===== src/rtl/pll_lock_supervisor_if.sv =====
// Signal bundle between the PLL lock supervisor and the PLL and core-reset logic around it.
// The master modport is the supervisor side. The slave modport is the environment side.
interface pll_lock_supervisor_if;
   logic       pll_locked;
   logic       relock_req;
   logic       pll_resetb;
   logic       core_reset_n;
   logic       ready;
   logic       fault;
   logic       lock_lost;
   logic [3:0] retry_count;
   logic [7:0] loss_count;

   modport master (
      input  pll_locked, relock_req,
      output pll_resetb, core_reset_n, ready, fault, lock_lost, retry_count, loss_count
   );

   modport slave (
      output pll_locked, relock_req,
      input  pll_resetb, core_reset_n, ready, fault, lock_lost, retry_count, loss_count
   );
endinterface


===== src/rtl/pll_lock_supervisor.sv =====
// Brings up the iCE40 PLL from the 12 MHz reference clock and holds the core in reset until LOCK is stable.
// Failed lock attempts are retried a bounded number of times. Loss of lock or a relock request restarts the sequence.
module pll_lock_supervisor #(
   parameter int unsigned PLL_RESET_CYCLES    = 12,
   parameter int unsigned LOCK_TIMEOUT_CYCLES = 12000,
   parameter int unsigned LOCK_STABLE_CYCLES  = 1200,
   parameter int unsigned MAX_RETRIES         = 3,
   parameter int unsigned CNT_W               = 16
) (
   input  logic                  clock_in,
   input  logic                  reset_n,
   pll_lock_supervisor_if.master sup
);

   localparam longint unsigned CNT_SPAN = 64'd1 << CNT_W;

   if (PLL_RESET_CYCLES < 1 || LOCK_TIMEOUT_CYCLES < 1 || LOCK_STABLE_CYCLES < 1 ||
       MAX_RETRIES < 1 || MAX_RETRIES > 15 ||
       longint'(PLL_RESET_CYCLES) > CNT_SPAN || longint'(LOCK_TIMEOUT_CYCLES) > CNT_SPAN ||
       longint'(LOCK_STABLE_CYCLES) > CNT_SPAN) begin : g_bad_cfg
      $error("pll_lock_supervisor: illegal parameter set");
   end

   localparam logic [2:0] S_PLL_RST   = 3'd0;
   localparam logic [2:0] S_WAIT_LOCK = 3'd1;
   localparam logic [2:0] S_STABLE    = 3'd2;
   localparam logic [2:0] S_RUN       = 3'd3;
   localparam logic [2:0] S_FAULT     = 3'd4;

   localparam logic [CNT_W-1:0] RST_LAST  = CNT_W'(PLL_RESET_CYCLES - 1);
   localparam logic [CNT_W-1:0] TO_LAST   = CNT_W'(LOCK_TIMEOUT_CYCLES - 1);
   localparam logic [CNT_W-1:0] STAB_LAST = CNT_W'(LOCK_STABLE_CYCLES - 1);
   localparam logic [3:0]       RETRY_LAST = 4'(MAX_RETRIES - 1);

   logic [2:0]       r_state;
   logic [CNT_W-1:0] r_timer;
   logic             r_sync1;
   logic             r_sync2;
   logic [3:0]       r_retry;
   logic [7:0]       r_loss;
   logic             r_lock_lost;

   logic [2:0]       w_state_nxt;
   logic [CNT_W-1:0] w_timer_nxt;
   logic [3:0]       w_retry_nxt;
   logic [7:0]       w_loss_nxt;
   logic             w_lost_nxt;
   logic             w_fail;

   always_ff @(posedge clock_in or negedge reset_n) begin
      if (!reset_n) begin
         r_sync1 <= 1'b0;
         r_sync2 <= 1'b0;
      end else begin
         r_sync1 <= sup.pll_locked;
         r_sync2 <= r_sync1;
      end
   end

   always_comb begin
      w_state_nxt = r_state;
      w_timer_nxt = r_timer;
      w_retry_nxt = r_retry;
      w_loss_nxt  = r_loss;
      w_lost_nxt  = 1'b0;
      w_fail      = 1'b0;

      case (r_state)
         S_PLL_RST: begin
            if (r_timer == RST_LAST) begin
               w_state_nxt = S_WAIT_LOCK;
               w_timer_nxt = '0;
            end else begin
               w_timer_nxt = r_timer + 1'b1;
            end
         end
         // Lock is tested ahead of the timeout, so a lock arriving in the last cycle still counts.
         S_WAIT_LOCK: begin
            if (r_sync2) begin
               w_state_nxt = S_STABLE;
               w_timer_nxt = '0;
            end else if (r_timer == TO_LAST) begin
               w_fail = 1'b1;
            end else begin
               w_timer_nxt = r_timer + 1'b1;
            end
         end
         S_STABLE: begin
            if (!r_sync2) begin
               w_fail = 1'b1;
            end else if (r_timer == STAB_LAST) begin
               w_state_nxt = S_RUN;
               w_timer_nxt = '0;
            end else begin
               w_timer_nxt = r_timer + 1'b1;
            end
         end
         S_RUN: begin
            if (!r_sync2) begin
               w_state_nxt = S_PLL_RST;
               w_timer_nxt = '0;
               w_retry_nxt = '0;
               w_lost_nxt  = 1'b1;
               if (r_loss != '1) w_loss_nxt = r_loss + 8'd1;
            end
         end
         S_FAULT: begin
            w_timer_nxt = '0;
         end
         default: begin
            w_state_nxt = S_PLL_RST;
            w_timer_nxt = '0;
         end
      endcase

      if (w_fail) begin
         w_retry_nxt = r_retry + 4'd1;
         w_timer_nxt = '0;
         w_state_nxt = (r_retry == RETRY_LAST) ? S_FAULT : S_PLL_RST;
      end

      // A relock request overrides everything decided above, including a loss of lock in the same cycle.
      if (sup.relock_req && (r_state != S_PLL_RST)) begin
         w_state_nxt = S_PLL_RST;
         w_timer_nxt = '0;
         w_retry_nxt = '0;
         w_loss_nxt  = r_loss;
         w_lost_nxt  = 1'b0;
      end
   end

   always_ff @(posedge clock_in or negedge reset_n) begin
      if (!reset_n) begin
         r_state     <= S_PLL_RST;
         r_timer     <= '0;
         r_retry     <= '0;
         r_loss      <= '0;
         r_lock_lost <= 1'b0;
      end else begin
         r_state     <= w_state_nxt;
         r_timer     <= w_timer_nxt;
         r_retry     <= w_retry_nxt;
         r_loss      <= w_loss_nxt;
         r_lock_lost <= w_lost_nxt;
      end
   end

   assign sup.pll_resetb   = (r_state != S_PLL_RST);
   assign sup.core_reset_n = (r_state == S_RUN);
   assign sup.ready        = (r_state == S_RUN);
   assign sup.fault        = (r_state == S_FAULT);
   assign sup.lock_lost    = r_lock_lost;
   assign sup.retry_count  = r_retry;
   assign sup.loss_count   = r_loss;

endmodule


===== src/flat_wrapper.sv =====
// flat-port wrapper written by rule: the top's interface ports become plain ports
module pll_lock_supervisor_flat 
#(
   parameter int unsigned PLL_RESET_CYCLES    = 12,
   parameter int unsigned LOCK_TIMEOUT_CYCLES = 12000,
   parameter int unsigned LOCK_STABLE_CYCLES  = 1200,
   parameter int unsigned MAX_RETRIES         = 3,
   parameter int unsigned CNT_W               = 16
)
  (clock_in, reset_n, sup_pll_locked, sup_relock_req, sup_pll_resetb, sup_core_reset_n, sup_ready, sup_fault, sup_lock_lost, sup_retry_count, sup_loss_count);
  pll_lock_supervisor_if sup_i ();
  input  logic clock_in;
  input  logic reset_n;
  input wire logic [$bits(sup_i.pll_locked)-1:0] sup_pll_locked;
  input wire logic [$bits(sup_i.relock_req)-1:0] sup_relock_req;
  output wire logic [$bits(sup_i.pll_resetb)-1:0] sup_pll_resetb;
  output wire logic [$bits(sup_i.core_reset_n)-1:0] sup_core_reset_n;
  output wire logic [$bits(sup_i.ready)-1:0] sup_ready;
  output wire logic [$bits(sup_i.fault)-1:0] sup_fault;
  output wire logic [$bits(sup_i.lock_lost)-1:0] sup_lock_lost;
  output wire logic [$bits(sup_i.retry_count)-1:0] sup_retry_count;
  output wire logic [$bits(sup_i.loss_count)-1:0] sup_loss_count;
  assign sup_i.pll_locked = sup_pll_locked;
  assign sup_i.relock_req = sup_relock_req;
  assign sup_pll_resetb = sup_i.pll_resetb;
  assign sup_core_reset_n = sup_i.core_reset_n;
  assign sup_ready = sup_i.ready;
  assign sup_fault = sup_i.fault;
  assign sup_lock_lost = sup_i.lock_lost;
  assign sup_retry_count = sup_i.retry_count;
  assign sup_loss_count = sup_i.loss_count;
  pll_lock_supervisor #(.PLL_RESET_CYCLES(PLL_RESET_CYCLES), .LOCK_TIMEOUT_CYCLES(LOCK_TIMEOUT_CYCLES), .LOCK_STABLE_CYCLES(LOCK_STABLE_CYCLES), .MAX_RETRIES(MAX_RETRIES), .CNT_W(CNT_W)) u_core (.clock_in(clock_in), .reset_n(reset_n), .sup(sup_i));
endmodule

===== config.mk =====
export PLATFORM = sky130hd
export DESIGN_NAME = pll_lock_supervisor_flat
export DESIGN_NICKNAME = d
export VERILOG_FILES = /design/src/rtl/pll_lock_supervisor_if.sv /design/src/rtl/pll_lock_supervisor.sv /design/src/flat_wrapper.sv
export SDC_FILE = /design/constraint.sdc
export NUM_CORES = 1
export LEC_CHECK = 0
export BUFFER_PORTS_ARGS = -buffer_cell sky130_fd_sc_hd__clkbuf_2
export CAP_MARGIN = 20
export CORE_ASPECT_RATIO = 0.8
export CORE_MARGIN = 2
export CORE_UTILIZATION = 30
export CTS_CLUSTER_DIAMETER = 50
export CTS_CLUSTER_SIZE = 40
export DETAILED_ROUTE_END_ITERATION = 6
export PLACE_DENSITY = 0.47
export SYNTH_ARGS = -nofsm -noshare
export SYNTH_HDL_FRONTEND = slang
export SYNTH_SLANG_ARGS = --single-unit

===== constraint.sdc =====
create_clock -name clock_in -period 2.4 [get_ports clock_in]
set_input_delay 0.12 -clock clock_in [delete_from_list [all_inputs] [get_ports clock_in]]
set_output_delay 0.12 -clock clock_in [all_outputs]
set_load 0.03 [all_outputs]

Word-level counts from Yosys, hierarchy flattened
Index checks and enable logic that the tools add are counted.
- flip-flop bits (word level): 34
- input port bits: 4
- output and inout bits: 17
- logic and storage cells: 65
- add/subtract/negate cells: 3
- equality and inequality tests: 17
- multiplexer cells: 28
- bitwise logic cells: 2
- reduce and logical (&&, ||, !) cells: 8
- operator list (operator ; count):
    $mux W16 ; 8
    $pmux W16 S4 ; 1
    $mux W3 ; 8
    $add A16 B1 Y16 const B ; 1
    $eq A16 B11 Y1 const B ; 1
    $eq A16 B14 Y1 const B ; 1
    $eq A16 B4 Y1 const B ; 1
    $mux W4 ; 4
    $ne A4 B1 Y1 const B ; 4
    $pmux W3 S5 ; 1
    $add A8 B1 Y8 const B ; 1
    $ne A8 B8 Y1 const B ; 1
    $eq A3 B2 Y1 const B ; 2
    $reduce_and A6 Y1 ; 1
    $reduce_bool A3 Y1 ; 2
    $mux W1 ; 5
    $ne A5 B3 Y1 const B ; 1
    $add A4 B1 Y4 const B ; 1
    $eq A4 B2 Y1 const B ; 1
    $ne A4 B4 Y1 const B ; 1
    $reduce_and A4 Y1 ; 1
    $eq A3 B1 Y1 const B ; 1
    $eq A3 B3 Y1 const B ; 1
    $logic_not A3 Y1 ; 1
    7 further kinds ; 8

Logic depth before layout (Yosys ltp)
- word-level depth: 6
- depth in mapped cells: 7
- depth with buffers taken out: 6

Worst setup path before layout
No wires, ideal clock.
- path type: reg-to-reg
- start point: reg u_core.r_loss[0], in the netlist u_core.sup.loss_count[0]
- end point: reg u_core.r_loss[5], in the netlist u_core.sup.loss_count[5]
- setup time: 0.080 ns
- data arrival time: 2.002 ns
- data required time: 2.320 ns
- setup slack: 0.317 ns
- stages on the path, launching flop included: 7
- path buffers: 0
- clock period less this slack: 2.083 ns
- cell sequence: dfrtp_1 > ha_1 > and2_1 > a311oi_1 > nand3_1 > nor2_1 > xor2_1
- word-level cells in the longest chain between the ends: 2
- elaborated cells between the ends (all ways): 3
- those cells by class: add/sub (1); eq/ne (1); reduce/logical (1)
- ends and longest elaborated chain (element ; RTL line ; source):
    start, declared ; pll_lock_supervisor.sv:40 ; logic [7:0] r_loss;
    start signal, assigned ; pll_lock_supervisor.sv:143 ; r_loss <= w_loss_nxt;
    branches (longest 2 deep; another with $add A8 B1 Y8) ; -- ;
Several ways; the timed one is not identified.
A chain may end at the register's enable or synchronous reset.

Worst setup path after layout
- start point: reg u_core.r_timer[8]
- end point: reg u_core.r_timer[3]
- word-level cells in the longest chain between the ends: 6
- elaborated cells between the ends (all ways): 16
- those cells by class: eq/ne (6); mux (9); reduce/logical (1)
- ends and longest elaborated chain (element ; RTL line ; source):
    start, declared ; pll_lock_supervisor.sv:36 ; logic [CNT_W-1:0] r_timer;
    start signal, assigned ; pll_lock_supervisor.sv:141 ; r_timer <= w_timer_nxt;
    $eq A16 B14 Y1 or $eq A16 B11 Y1 (tied branches) ; pll_lock_supervisor.sv:82, pll_lock_supervisor.sv:91 ;
    $mux W1 or $mux W16 (tied branches) ; pll_lock_supervisor.sv:82, pll_lock_supervisor.sv:91 ;
    $mux W1 or $mux W16 (tied branches) ; pll_lock_supervisor.sv:79, pll_lock_supervisor.sv:89 ;
    $pmux W1 S2 or $pmux W16 S4 (tied branches) ; pll_lock_supervisor.sv:68 ; case (r_state)
    $ne A5 B3 Y1 (no source line), or another cell as far along ; -- ;
    $reduce_and A3 Y1 (no source line) or $mux W16 (tied branches) ; -- ;
Parallel ways exist; a longest one is shown, timed or not. The select of a mux whose other input is x is not followed.

==> metrics.md <==
| Metric | Value |
|---|---|
| Outcome | finished clean |
| Min Tclk post-route | about 2100 ps |
| Die width | 92.2 um |
| Syn avg cell area | 10.4 um^2 |
| Layout cell share with drive strength beyond 1 | 22.8% |
| Final Hold Fails | 0 |
| Syn. warnings | 0 |
| TritonCTS Buffers | 5 |
| Final Wtd Congestion | approximately 0.8 |
| Clk_lat worst skew | 290 ps |
| #FFs+latches synth | 34 |
| Syn nets | between 150 and 200 |
| Net count, final | 222 |
| Final antenna-violating net count | 0 |
| IO Port Bufs | 20 |
| Core region area | 0.00597 mm^2 |
| Synth-to-Final Area Change | 19.1% |
| Setup violations, final | 0 |
| Synth cell types | 46 |
| Final worst path period share | about nine tenths |
| Vias in the first global route | between 1000 and 1500 |
| Worst Path Arrival | 2280 ps |
| Setup Buffers After CTS | 0 |
| MaxCap Viol Count | 0 |
| Hold Crit Class | input port to flip-flop |
| Post-DR vias/cell | approximately 5 |
| Synth Flop Type | dfrtp_1 |
| Placement Cell Area | between 0.002 and 0.0025 mm^2 |
| Initial antenna violation count | 0 |
| Placed cell count | approximately 290 |
| Die Y | 74.6 um |
| Max H-tree Level | 2 |
| Unrepaired setup endpoints after global routing | false |
| Diodes inserted | 0 |
| Worst clock skew | a little over 9 ps |
| Seq/Total Area, Yosys | 45.5% |
| Final instance area | 0.00222 mm^2 |
| # rows | 25 |
| DRT Wirelength | between 4000 and 5000 um |
| Via count | approximately 1500 |
| Critical-path maximum fanout | 16 |
| Post-Synthesis Cells | 180 |
| Commonest non-fill, non-tap cells in the layout | 34 x dfrtp_1, 20 x clkbuf_2, 13 x nor2_1, 13 x a21oi_1, 11 x xnor2_1 |
| Global-route wire length before repair | 6910 um |
| Clock tree sinks | 34 |
| Worst slew margin | a little under two fifths |
| Initial DRC count | 79 |
| Clock Path Buffers | 2 |
| Leak Pwr | around 0.00098 uW |
| Setup crit end kind | flip-flop |
| TNS Setup | 0 ps |
| CTS Root Buffer Type | clkbuf_8 |
| Total GRT Usage | between 10% and 20% |
| Top Ports | 21 |
| CTS tree | yes |
| Cell Count, Final, Fillers Out | between 200 and 300 |
| Nature of the critical path startpoint | flip-flop |
| 1st-pass router iterations | 4 |
| Synth top area cells | dfrtp_1 46%, xnor2_1 5.2%, xor2_1 3.8% |
| Largest net degree at the start of global routing | 35 |
| Area leader, netlist | dfrtp_1 |
| Pin slew with the least headroom to its limit | 926 ps |
| Wire per inst | about 14 um |
| DP HPWL | a little under 3000 um |
| Initial Util | a little under a third |
| Worst path required time | 2550 ps |
| Post-route DRC | 0 |
| Number of flops mapped to enable cells by yosys | 0 |
| Tot Pwr | between 1500 and 2000 uW |
| Crit path kind | flip-flop to flip-flop |
| Post-synthesis instance area | between 0.0015 and 0.002 mm^2 |
| Commonest non-fill, non-tap cell in the layout | dfrtp_1 |
| Max VDD drop | between 0.2 and 0.3 mV |
| Fmax achieved | 470 MHz |
| Die area | between 0.006 and 0.007 mm^2 |
| Grt total ovfl | 0 |
| Yosys top cell area share | 45.5% |
| Final Max Slew Viols | 0 |
| Clock Pin Slew Worst Setup and Hold Paths | ~70 ps |
| Power per cell area | 836 mW/mm^2 |
| Post-synth ARST share | 100% |
worst max-delay path, stage by stage, from the launching register on:
cell and delay (ps):
dfrtp_1 410, or4_4 570, nand4b_4 200, a21o_1 250, o21ai_4 390, o211ai_1 160
registers in the layout, indices dropped and copies added, names as in the netlist:
signal	cells
u_core.sup.retry_count	4
u_core.sup.lock_lost	1
u_core.r_sync1	1
u_core.r_state	3
u_core.sup.loss_count	8
u_core.r_timer	16
u_core.r_sync2	1
synth_stat cells, types with 3 or more instances:
cell / instances
xnor2_1: 11
nand3_1: 7
xor2_1: 8
nand4_1: 8
and3_1: 6
inv_1: 7
o211ai_1: 4
buf_4: 3
dfrtp_1: 34
nand2_1: 10
nor2_1: 13
o21ai_0: 3
ha_1: 4
and2_1: 3
a21oi_1: 13
nor4b_1: 3
nor3b_1: 3
cell families (layout without fill, tap and decap cells):
| kind of cell | Yosys count | in the layout | synth area share, % |
|---|---|---|---|
| compound gates | 39 | 39 | 14.5 |
| xor+xnor | 19 | 19 | 8.91 |
| fa+ha+maj | 4 | 4 | 2.68 |
| buf+inv | 11 | 46 | 2.81 |
| flops | 34 | 34 | 45.5 |
| mux | 2 | 2 | 1.21 |
| simple gates | 71 | 71 | 24.3 |
worst paths after layout:
kind	from	endpoint	slack [ps]	depth (start not counted)
max reg2reg	u_core.r_timer[8]	u_core.r_timer[3]	270	5
min in group asynchronous	reset_n	u_core.sup.loss_count[1]	470	2
max	u_core.r_timer[8]	u_core.r_timer[3]	270	5
min reg2reg	u_core.r_sync1	u_core.r_sync2	350	0
min	sup_relock_req	u_core.sup.lock_lost	320	3
max in group asynchronous	reset_n	u_core.r_timer[3]	1380	2
layout make-up:
| cell class | instances | area [um^2] |
|---|---|---|
| fill | 609 | 3750 |
| multi-input combinational | 135 | 972 |
| sequential | 34 | 851 |
| timing repair buffer | 31 | 188 |
| tap | 81 | 101 |
| clock buffer | 6 | 72.6 |
| inverter | 7 | 26.3 |
| clock inverter | 2 | 13.8 |
metal layers:
metal  part of all wire, %  vias up  track usage [%]
met4                   1.5        0             5.64
met3                   2.8        7             3.04
li1                      -      738                -
met1                    58      690             21.5
met5                     0        -                0
met2                    38       16             16.4
where the power goes:
part / switching [uW] / leakage, uW / internal [uW]
clock: 220 / 0.0000452 / 205
combinational: 443 / 0.000471 / 241
sequential: 107 / 0.000462 / 645
what timing repair did:
item	in CTS	in global routing
gates resized for setup	0	1
hold buffers	2	0
endpoints found under the setup margin	0	7
hold endpoints to repair	35	0
stage by stage:
stage               util [%]  worst slack (ps)  hold WS, ps
global route            37.2              40.7          344
floorplan                  -               317         -176
global placement        35.3              84.0          230
detailed placement      35.3               101          231
finish                  37.2               272          319
CTS                     37.1              76.3          315
No activity file was read; power rests on OpenSTA's default activity.
